--- config.mk ---
export PLATFORM = sky130hd
export DESIGN_NAME = jt900h_fetch
export DESIGN_NICKNAME = d
export VERILOG_FILES = /design/src/rtl/jt900h_fetch.sv
export SDC_FILE = /design/constraint.sdc
export NUM_CORES = 1
export LEC_CHECK = 0
export BUFFER_PORTS_ARGS = -buffer_cell sky130_fd_sc_hd__buf_2
export CAP_MARGIN = 20
export CELL_PAD_IN_SITES_DETAIL_PLACEMENT = 1
export CELL_PAD_IN_SITES_GLOBAL_PLACEMENT = 1
export CORE_MARGIN = 1.5
export CORE_UTILIZATION = 35
export CTS_CLUSTER_SIZE = 16
export DETAILED_ROUTE_END_ITERATION = 7
export GPL_TIMING_DRIVEN = 0
export PLACE_DENSITY_LB_ADDON = 0.15
export SYNTH_ARGS = -nofsm -noshare
export SYNTH_HDL_FRONTEND = slang
export SYNTH_SLANG_ARGS = --single-unit
--- constraint.sdc ---
create_clock -name clk -period 6.6 [get_ports clk]
set_clock_uncertainty 0.15 [all_clocks]
set_input_delay 0.33 -clock clk [delete_from_list [all_inputs] [get_ports clk]]
set_output_delay 0.33 -clock clk [all_outputs]
set_load 0.03 [all_outputs]
--- src/rtl/jt900h_fetch.sv ---
// Prefetch queue for the TLCS-900H core: keeps up to 8 opcode bytes ahead of pc,
// fetching 16-bit words from the bus and tolerating odd start addresses.
module jt900h_fetch #(
  parameter logic [23:0] RSTPC = 24'hFF0000
) (
  input  logic        rst,
  input  logic        clk,
  input  logic        cen,
  input  logic        pc_ld,
  input  logic [23:0] pc_new,
  input  logic        inc_pc,
  output logic [23:0] bus_addr,
  output logic        bus_rd,
  input  logic [15:0] bus_din,
  input  logic        bus_ack,
  output logic [7:0]  md,
  output logic [31:0] win,
  output logic [3:0]  cnt,
  output logic [23:0] pc,
  output logic        mem_busy
);

  logic [7:0]  q [0:7];
  logic [7:0]  q_next [0:7];
  logic [23:0] fa, fa_next;
  logic [3:0]  cnt_next, base;
  logic        drop;
  logic        ack_ok, inc_ok, req_ok;

  assign ack_ok   = cen & bus_rd & bus_ack;
  assign inc_ok   = inc_pc & (cnt != 4'd0);
  // Requests only when a full word fits, so the queue can never overflow.
  assign req_ok   = ~bus_rd & ~pc_ld & (cnt <= 4'd6);
  assign mem_busy = (cnt == 4'd0);
  assign md       = q[0];

  generate
    for (genvar gi = 0; gi < 4; gi++) begin : g_win
      assign win[gi*8 +: 8] = q[gi+1];
    end
  endgenerate

  // Shift first, then append incoming bytes behind the surviving entries.
  always_comb begin
    for (int i = 0; i < 8; i++) q_next[i] = q[i];
    base     = cnt;
    cnt_next = cnt;
    fa_next  = fa;
    if (inc_ok) begin
      for (int i = 0; i < 7; i++) q_next[i] = q[i+1];
      q_next[7] = 8'd0;
      base      = cnt - 4'd1;
      cnt_next  = base;
    end
    if (ack_ok && !drop) begin
      if (fa[0]) begin
        for (int i = 0; i < 8; i++)
          if (4'(i) == base) q_next[i] = bus_din[15:8];
        cnt_next = base + 4'd1;
        fa_next  = fa + 24'd1;
      end else begin
        for (int i = 0; i < 8; i++) begin
          if (4'(i) == base)         q_next[i] = bus_din[7:0];
          if (4'(i) == base + 4'd1)  q_next[i] = bus_din[15:8];
        end
        cnt_next = base + 4'd2;
        fa_next  = fa + 24'd2;
      end
    end
  end

  always_ff @(posedge clk or posedge rst) begin
    if (rst) begin
      pc       <= RSTPC;
      fa       <= RSTPC;
      cnt      <= 4'd0;
      for (int i = 0; i < 8; i++) q[i] <= 8'd0;
      bus_rd   <= 1'b0;
      bus_addr <= {RSTPC[23:1], 1'b0};
      drop     <= 1'b0;
    end else if (cen) begin
      if (pc_ld) begin
        pc  <= pc_new;
        fa  <= pc_new;
        cnt <= 4'd0;
        for (int i = 0; i < 8; i++) q[i] <= 8'd0;
        // An in-flight read must still complete on the bus; its data is discarded.
        if (bus_rd) begin
          drop   <= ~bus_ack;
          bus_rd <= ~bus_ack;
        end
      end else begin
        pc  <= pc + {23'd0, inc_ok};
        fa  <= fa_next;
        cnt <= cnt_next;
        for (int i = 0; i < 8; i++) q[i] <= q_next[i];
        if (ack_ok) begin
          bus_rd <= 1'b0;
          drop   <= 1'b0;
        end else if (req_ok) begin
          bus_rd   <= 1'b1;
          bus_addr <= {fa[23:1], 1'b0};
        end
      end
    end
  end

endmodule

==> summary.txt, run 1 <==
Worst setup path
  • Critical path class: reg2reg
  • Slowest Stage Delay on Critical Path: 0.46 ns
  • Worst setup path startpoint: cnt[0]
  • Critical-path maximum fanout: 10
  • Most common cell on crit path: buf_2
  • R2r startpoint: cnt[0]
  • Critical path cell sequence: buf_2, inv_1, ha_1, or3b_4, inv_2, o211ai_2, inv_2, buf_2, buf_2, buf_2, ha_1, clkbuf_1, clkbuf_1, o211ai_1, o31a_1, nor2_1, a211oi_1
  • Flop2flop setup slack: around 1.7 ns
  • Highest-delay cell along the critical path: clkbuf_1
  • FF-to-FF End: q[1]
  • Worst setup SP type: flop
  • WP data arrival: ~5 ns
  • Crit end category: flop
  • R2r worst-path depth: 17
  • Req. time, crit path: 6.75 ns

Drt
  • Drt drc: 0
  • Vias per cell: 6.15
  • Drt initial violations: ~1,100
  • DR pass1 iterations: 5
  • Via count: roughly 12,000
  • Post-route antenna net violation count: 0
  • DR WL/cell: between 20 and 30 um
  • Overall routed net length: 53,600 um

Power
  • Pwr dens: between 400 and 500 mW/mm^2
  • Combinational power share: between 50% and 60%
  • Pleak: 0.00566 uW
  • Flop pwr share: between 20% and 30%
  • Clock power share: 18.6%
  • Internal: roughly 2600 uW
  • Peak VDD IR: between 0.2 and 0.25 mV
  • P_sw: 2830 uW
  • Switching Share: 52.0%

GRT
  • Initial antenna violation count: 0
  • Vias in the first global route: approximately 12,000
  • First-pass GRT wire length: approximately 80,000 um
  • Largest net degree at the start of global routing: 94
  • Layer with the highest usage: met2
  • Grt met3 use: 5.53%
  • Routing usage on met2: 50.6%
  • GR Layer Usage met1: 41.8%
  • GRT Total Usage: roughly a third
  • Total grt overflow: 0

Synthesis
  • Syn_area_per_cell: about 8.3 um^2
  • Synth area leader: dfrtp_1
  • Syn_nets: between 1,000 and 1,500
  • Top cells by count, synth: 146 x nand2_1, 129 x a21oi_1, 117 x dfrtp_1
  • Number of synthesized register bits: 141
  • Top FF cell, synth: dfrtp_1
  • Post-synth EDFFs: 0
  • Ranking of synthesized cells by area: dfrtp_1 26%, mux2i_1 6.1%, a21oi_1 5.6%, dfstp_2 5.5%, nand2_1 4.8%
  • Yosys warnings: 0
  • Fraction of registers with async set/reset: 100%
  • Sequential area share after synthesis: 31.1%
  • Yosys cell types: 96
  • Post-Syn Instances: 1,380
  • Count leader, synth: nand2_1
  • Cell area after synthesis: 0.0114 mm^2
  • Yosys top cell area share: about a quarter

Final layout
  • Cell area after layout: around 0.013 mm^2
  • Final-layout fill cell count: a little under 4,000
  • Final Net Count: between 1,500 and 2,000
  • Share of cells above drive strength 1: a little under a quarter
  • Diode count: 0
  • Syn-to-layout area delta: 16.4%

CTS
  • Worst skew pair latency: 0.46 ns
  • Clk root buf: clkbuf_16
  • Num Clock Sinks: about 140
  • CTS Buffer Depth: 2
  • TritonCTS clock tree: done
  • Post-CTS Setup Repair Bufs: 0
  • H-Tree Depth: 4
  • CTS buffer count: 17
  • CTS clk-pin slew, worst paths: 0.07 ns

STA
  • Final min period: just under 5 ns
  • Hold slack: approximately 0.031 ns
  • Relative slew slack: 33.3%
  • Slew Limit Fails: 0
  • F_max: 204 MHz
  • Final setup margin: 1.70 ns
  • Setup violators final: 0
  • Fin crit share: 74.3%
  • Least-Margin Pin Slew: approximately 0.99 ns
  • Setup TNS: 0 ns
  • Unrepaired setup endpoints after global routing: false
  • Final Hold Viols: 0

Place
  • Gpl congestion: roughly 0.95
  • Placed Area: between 0.01 and 0.015 mm^2
  • IO buf count: roughly 140
  • Dpl hpwl: slightly below 40,000 um
  • Setup WS pre-CTS: roughly 1.8 ns

Floorplan
  • Die W: 184 um
  • Row count: between 60 and 70
  • IO Count: 140
  • Die area: 0.0338 mm^2
  • Starting Density: between 30% and 40%
  • Die height: between 150 and 200 um
  • Core Footprint: about 0.032 mm^2

Run
  • Max-Cap Viols: 0

Worst hold path
  • Hold-critical path endpoint: pc[1]
  • HP Class: in2reg
  • Hold path start: pc_new[1]
  • Hold Crit Depth: 3

Run status
  • Outcome: completed
==> worst max-delay path, delay by kind of cell, from the launching register on <==
family                     cells  cell delay, ns
and+or+nand+nor                2            0.85
AOI/OAI and AO/OA              4            0.73
adders and majority gates      2            0.44
buffers and inverters          9            2.20
DFF                            1            0.37
==> worst max path at each step <==
stage | to | slack [ns] | cells after the start
after floorplan | bus_addr[10] | 2.38 | 1
after global placement | cnt[2] | 0.04 | 2
after detailed placement | q[1] | 1.78 | 17
after CTS | q[1] | 1.77 | 17
after global routing | q[1] | 1.44 | 17
final | q[1] | 1.70 | 17
==> logic make-up after synthesis <==
| group | count (synthesis) | synth area share [%] |
|---|---|---|
| AO/OA/AOI/OAI | 505 | 30.9 |
| XOR/XNOR | 4 | 0.372 |
| adder cells (fa/ha/maj) | 8 | 0.875 |
| buffers and inverters | 210 | 9.18 |
| flip-flops | 141 | 31.1 |
| multiplexers | 101 | 9.30 |
| other | 1 | 0.0328 |
| AND/OR/NAND/NOR | 410 | 18.2 |
==> cell type report <==
class / count / area, um^2 / share of cell area, %
Multi-Input combinational cell: 1029 / 6830 / 51.3
Clock buffer: 17 / 425 / 3.20
Clock inverter: 15 / 151 / 1.14
Buffer: 163 / 868 / 6.52
Sequential cell: 141 / 3560 / 26.7
Inverter: 47 / 189 / 1.42
Timing Repair Buffer: 140 / 736 / 5.53
Tap cell: 442 / 553 / 4.15
==> per-stage QoR <==
step / instances / total power [uW] / util, %
5_1_grt: 1994 / 5740 / 41.1
4_1_cts: 1994 / 5420 / 41.1
3_5_place_dp: 1960 / 4400 / 39.3
2_1_floorplan: 1380 / 3420 / -
3_3_place_gp: 1958 / 4340 / 39.1
6_report: 1994 / 5450 / 41.1
==> layout by cell type, fill, tap and decap left out, types with 15 or more instances in the layout <==
| cell type | n |
|---|---|
| dfstp_2 | 24 |
| nand3_1 | 47 |
| nor2b_1 | 21 |
| a211oi_1 | 33 |
| a221oi_1 | 15 |
| o211ai_1 | 39 |
| mux2i_1 | 70 |
| nor2_1 | 74 |
| nand4_1 | 15 |
| buf_4 | 49 |
| a22o_1 | 17 |
| inv_1 | 41 |
| mux2_2 | 28 |
| o21ai_0 | 87 |
| buf_2 | 160 |
| clkbuf_16 | 17 |
| a21oi_1 | 129 |
| clkbuf_1 | 75 |
| dfrtp_1 | 117 |
| nor3_1 | 17 |
| a31oi_1 | 34 |
| nand2_1 | 146 |
==> state kept, by name (all words and copies together), names as in the netlist <==
| signal | count |
|---|---|
| win | 32 |
| bus_rd | 1 |
| q | 24 |
| cnt | 4 |
| md | 8 |
| bus_addr | 23 |
| drop | 1 |
| pc | 24 |
| fa | 24 |
==> metal layers <==
layer | wire length (um) | up-vias
met5 | 0 | -
met4 | 2870 | 0
met3 | 3340 | 126
met2 | 24200 | 496
met1 | 23200 | 6153
li1 | - | 5493
==> power groups by stage <==
stage	registers, uW	clock network [uW]	logic, uW
after floorplan	1470	0	1940
after global placement	1350	0	2990
after detailed placement	1360	0	3040
after CTS	1350	1020	3050
after global routing	1380	1050	3310
final	1350	1010	3080
==> what timing repair did <==
action | CTS | global route
hold endpoints to repair | 49 | 0
hold buffers | 2 | 0
gates resized for setup | 0 | 0
No activity file was read; power rests on OpenSTA's default activity.
==> inputs of run 2 (changes only) <==
- clock period: 6.6 -> 4.9 ns (I/O delays scaled with it)
==> summary.txt, run 2 (synthesized netlist as in run 1, its figures left out) <==
Run
  • Max-Cap Viols: 0

Drt
  • Post-route antenna net violation count: 0
  • Drt drc: 0
  • Vias per cell: around 6.1
  • Overall routed net length: about 54,000 um
  • Drt initial violations: between 1,000 and 1,500
  • DR pass1 iterations: 5
  • DR WL/cell: 26.7 um
  • Via count: ~12,000

STA
  • Slew Limit Fails: 0
  • F_max: 215 MHz
  • Final min period: 4.65 ns
  • Fin crit share: 94.9%
  • Relative slew slack: 32.8%
  • Final Hold Viols: 0
  • Unrepaired setup endpoints after global routing: false
  • Least-Margin Pin Slew: ~1 ns
  • Setup violators final: 0
  • Final setup margin: 0.248 ns

Power
  • Combinational power share: roughly 57%
  • Pwr dens: 545 mW/mm^2
  • Internal: 3530 uW
  • Pleak: 0.00575 uW
  • Flop pwr share: roughly a quarter
  • P_sw: ~3800 uW
  • Total power: 7360 uW
  • Peak VDD IR: 0.275 mV
  • Clock power share: roughly 19%
  • Switching Share: about half

Final layout
  • Share of cells above drive strength 1: ~23%
  • Syn-to-layout area delta: 18.0%
  • Most frequent cells in the layout: 159 x buf_2, 146 x nand2_1, 129 x a21oi_1, 117 x dfrtp_1, 87 x o21ai_0
  • Commonest non-fill, non-tap cell in the layout: buf_2
  • Final Net Count: between 1,500 and 2,000
  • Diode count: 0
  • Max FFs per register: 32

CTS
  • H-Tree Depth: 4
  • Num Clock Sinks: 141
  • CTS clk-pin slew, worst paths: about 0.070 ns
  • Clk root buf: clkbuf_16
  • TritonCTS clock tree: done
  • Post-CTS Setup Repair Bufs: 0
  • CTS Buffer Depth: 2
  • CTS buffer count: 17
  • Worst skew pair latency: ~0.46 ns

Worst setup path
  • R2r worst-path depth: 17
  • Worst setup SP type: flop
  • Setup crit end: win[8]
  • R2r startpoint: cnt[0]
  • FF-to-FF End: win[8]
  • Worst setup path startpoint: cnt[0]
  • Flop2flop setup slack: between 0.2 and 0.25 ns
  • Critical path class: reg2reg
  • Critical-path maximum fanout: 10
  • WP data arrival: about 4.8 ns
  • Req. time, crit path: 5.08 ns
  • Crit end category: flop

Run status
  • Outcome: completed

GRT
  • Largest net degree at the start of global routing: 94
  • First-pass GRT wire length: around 80,000 um
  • Initial antenna violation count: 0
  • Layer with the highest usage: met2
  • GRT Total Usage: around a third
  • Grt met3 use: 5.51%
  • GR Layer Usage met1: approximately two fifths
  • Total grt overflow: 0
  • Routing usage on met2: 50.8%
  • Vias in the first global route: 12,500

Floorplan
  • Row count: between 60 and 70
  • IO Count: between 100 and 150
  • Starting Density: around 35%
  • Die area: 0.0338 mm^2
  • Core Footprint: about 0.032 mm^2
  • Die height: roughly 180 um
  • Die W: 184 um

Place
  • Setup WS pre-CTS: about 0.084 ns
  • Dpl hpwl: about 40,000 um
  • Gpl congestion: around 0.95
  • IO buf count: 136

Worst hold path
  • HP Class: in2reg
  • Hold Crit Depth: 3
run 2: cell types whose count changed in the layout (fill, tap and decap cells not counted), sizes merged:
cell and change:
buf -1, clkbuf +1, dlygate4sd3 +17
run 2: timing repair:
| action | 4_1_cts | 5_1_grt |
|---|---|---|
| endpoints found under the hold margin | 74 | 0 |
| hold buffers | 19 | 0 |
| endpoints found under the setup margin | 0 | 17 |
| gates resized for setup | 0 | 7 |
run 2: through the flow:
stage               hold WS [ns]  cell area (um^2)  TNS [ns]  util (%)  std cells
finish                    0.0180             13500         0      41.7       2011
CTS                      0.00761             13500         0      41.6       2011
detailed placement         0.154             12700         0      39.3       1960
global route              0.0430             13500         0      41.7       2011
global placement           0.316             12700   -182.56      39.1       1958
floorplan                  0.203             11400         0         -       1380
run 2: power groups by stage:
stage	clock (uW)	combinational [uW]	sequential (uW)
5_1_grt	1410	4490	1860
3_5_place_dp	0	4090	1830
6_report	1360	4180	1820
4_1_cts	1370	4120	1810
3_3_place_gp	0	4020	1820
2_1_floorplan	0	2620	1980
run 2: how the worst min path moves through the flow:
stage	start	end	slack (ns)
2_1_floorplan	bus_ack	drop	0.20
3_3_place_gp	bus_addr[16]	bus_addr[16]	0.32
3_5_place_dp	rst	md[5]	0.15
4_1_cts	pc_new[7]	pc[7]	0.008
5_1_grt	pc_new[7]	pc[7]	0.04
6_report	pc_new[7]	pc[7]	0.02
run 2: worst max-delay path, stage by stage (launching register included):
cell and delay (ns):
dfrtp_1 0.37, buf_2 0.19, inv_1 0.13, ha_1 0.24, or3b_4 0.44, inv_2 0.08, o211ai_2 0.13, inv_2 0.20
buf_2 0.29, buf_2 0.26, buf_2 0.31, ha_1 0.20, clkbuf_1 0.28, o21ai_1 0.30, buf_2 0.30, clkbuf_1 0.28
o2111ai_1 0.25, a21oi_1 0.11
run 2: final cells by class:
class                           instances  area (um^2)
Fill cell                            3967        18900
Clock inverter                         15          151
Inverter                               47          189
Multi-Input combinational cell       1029         6850
Clock buffer                           17          425
Tap cell                              442          553
Timing Repair Buffer                  157          906
Sequential cell                       141         3560
Buffer                                163          872
run 2: metal layers:
layer  routed length, um  up-vias
li1                    -     5525
met1               23200     6144
met2               24400      481
met3                3210      133
met4                2850        0
met5                   0        -
==> inputs of run 3 (changes only) <==
- CORE_MARGIN: 1.5 -> 3
- CORE_UTILIZATION: 35 -> 40
- CTS_CLUSTER_SIZE: 16 -> 8
==> summary.txt, run 3 (synthesized netlist as in run 1, its figures left out) <==
Run status
  • Outcome: finished with violations
  • Failing checks: design-rule violations

Worst setup path
  • Slowest Stage Delay on Critical Path: 0.59 ns
  • Stages on worst setup path: 16
  • Most common cell on crit path: buf_2
  • Crit end category: flop
  • R2r startpoint: cnt[0]
  • FF-to-FF End: q[1]
  • Worst setup path startpoint: cnt[0]
  • CP delay by family, top: buffers and inverters
  • WP data arrival: 4.82 ns
  • WP buf/inv: 8
  • Critical path cell sequence: buf_2, inv_1, ha_1, or3b_4, inv_2, o211ai_2, inv_2, buf_2, buf_2, buf_2, ha_1, clkbuf_1, nand2_2, o311ai_4, a221oi_1, a211oi_1
  • Worst setup SP type: flop
  • Flop2flop setup slack: roughly 0.26 ns
  • Setup crit end: q[1]
  • Highest-delay cell along the critical path: o311ai_4
  • Req. time, crit path: a little over 5 ns
  • R2r worst-path depth: 16
  • Critical-path maximum fanout: 10
  • Critical path class: reg2reg

Final layout
  • Share of cells above drive strength 1: a little under a quarter
  • Cell area after layout: around 0.013 mm^2
  • Final Net Count: around 1,600
  • Most frequent cells in the layout: 159 x buf_2, 146 x nand2_1, 129 x a21oi_1, 117 x dfrtp_1, 87 x o21ai_0
  • Syn-to-layout area delta: 17.2%
  • Max FFs per register: 32
  • Commonest non-fill, non-tap cell in the layout: buf_2

Worst hold path
  • HP Class: in2reg
  • Hold path start: pc_new[22]
  • Hold Crit Depth: 4

Place
  • Placed Area: around 0.013 mm^2
  • Dpl hpwl: slightly below 40,000 um
  • Gpl congestion: approximately 0.97
  • IO buf count: 136

Power
  • Internal: between 3000 and 4000 uW
  • Total power: roughly 7400 uW
  • Peak VDD IR: around 0.30 mV
  • Combinational power share: between 50% and 60%
  • Clock power share: between 10% and 20%
  • Switching Share: between 50% and 60%
  • P_sw: around 3800 uW
  • Flop pwr share: 24.5%
  • Pleak: between 0.005 and 0.006 uW
  • Pwr dens: ~550 mW/mm^2

Drt
  • Post-route antenna net violation count: 0
  • Drt initial violations: 1,526
  • DR WL/cell: roughly 27 um
  • Vias per cell: roughly 6.5
  • Drt drc: 1
  • Overall routed net length: 53,200 um
  • Via count: around 13,000
  • DR pass1 iterations: 7

Floorplan
  • Die W: ~180 um
  • Core Footprint: approximately 0.028 mm^2
  • Starting Density: 40.8%
  • IO Count: 140
  • Die height: 175 um
  • Die area: roughly 0.03 mm^2
  • Row count: 61

STA
  • Relative slew slack: about 28%
  • Unrepaired setup endpoints after global routing: false
  • Setup violators final: 0
  • F_max: between 200 and 250 MHz
  • Fin crit share: approximately 95%
  • Final Hold Viols: 0
  • Least-Margin Pin Slew: ~1.1 ns
  • Final min period: 4.64 ns
  • Slew Limit Fails: 0

CTS
  • Post-CTS Setup Repair Bufs: 0
  • CTS buffer count: 17
  • Worst skew pair latency: between 0.4 and 0.5 ns
  • Clk root buf: clkbuf_16
  • Num Clock Sinks: 141
  • TritonCTS clock tree: done
  • CTS Buffer Depth: 2
  • CTS clk-pin slew, worst paths: 0.09 ns
  • H-Tree Depth: 4

GRT
  • Initial antenna violation count: 0
  • Total grt overflow: 0
  • Vias in the first global route: 12,500
  • First-pass GRT wire length: 80,300 um
  • Largest net degree at the start of global routing: slightly above 80
  • GRT Total Usage: around 34%

Run
  • Max-Cap Viols: 0
## run 3: tightest hold or removal path: cells and delay by family
family / cells / cell delay (ns)
AND/OR/NAND/NOR: 1 / 0.07
AO/OA/AOI/OAI: 2 / 0.19
buffers and inverters: 1 / 0.08
## run 3: power by group through the flow
stage               Combinational, uW  Clock [uW]  Sequential, uW
floorplan                        2620           0            1980
global placement                 3970           0            1800
detailed placement               4040           0            1820
CTS                              4070        1400            1800
global route                     4460        1450            1840
finish                           4180        1400            1810
## run 3: how the worst min path moves through the flow
| stage | to | slack, ns |
|---|---|---|
| after detailed placement | win[6] | 0.31 |
| after CTS | fa[10] | 0.01 |
| after global routing | pc[15] | 0.03 |
| after floorplan | drop | 0.20 |
| after global placement | bus_addr[17] | 0.32 |
| final | fa[22] | 0.01 |
## run 3: final cells by class
type / instances / area (um^2)
Antenna cell: 1 / 2.50
Clock inverter: 14 / 143
Multi-Input combinational cell: 1029 / 6850
Timing Repair Buffer: 154 / 876
Fill cell: 3498 / 14600
Tap cell: 378 / 473
Sequential cell: 141 / 3560
Buffer: 163 / 873
Inverter: 47 / 186
Clock buffer: 18 / 439
## run 3: what timing repair did
item / CTS / global route
endpoints found under the setup margin: 0 / 19
hold buffers: 16 / 0
gates resized for setup: 0 / 10
hold endpoints to repair: 97 / 0
## run 3: through the flow
stage	hold WS [ns]	setup slack [ns]	cells	setup TNS, ns	util [%]
after floorplan	0.203	0.763	1380	0	-
after global placement	0.316	-1.52	1894	-174.91	45.0
after detailed placement	0.311	0.217	1896	0	45.1
after CTS	0.0112	0.178	1944	0	47.7
after global routing	0.0337	0.00997	1944	0	47.8
final	0.0144	0.265	1945	0	47.8
## run 3: routing by layer
layer  wire, um  share of wire (%)  vias to the layer above  global-route usage [%]
met2      23000                 43                      665                    50.7
met1      23700                 44                     6433                    49.9
met3       4810                9.0                      121                    6.21
met4       1760                3.3                        0                    11.9
li1           -                  -                     5514                       -
met5          0                  0                        -                       0
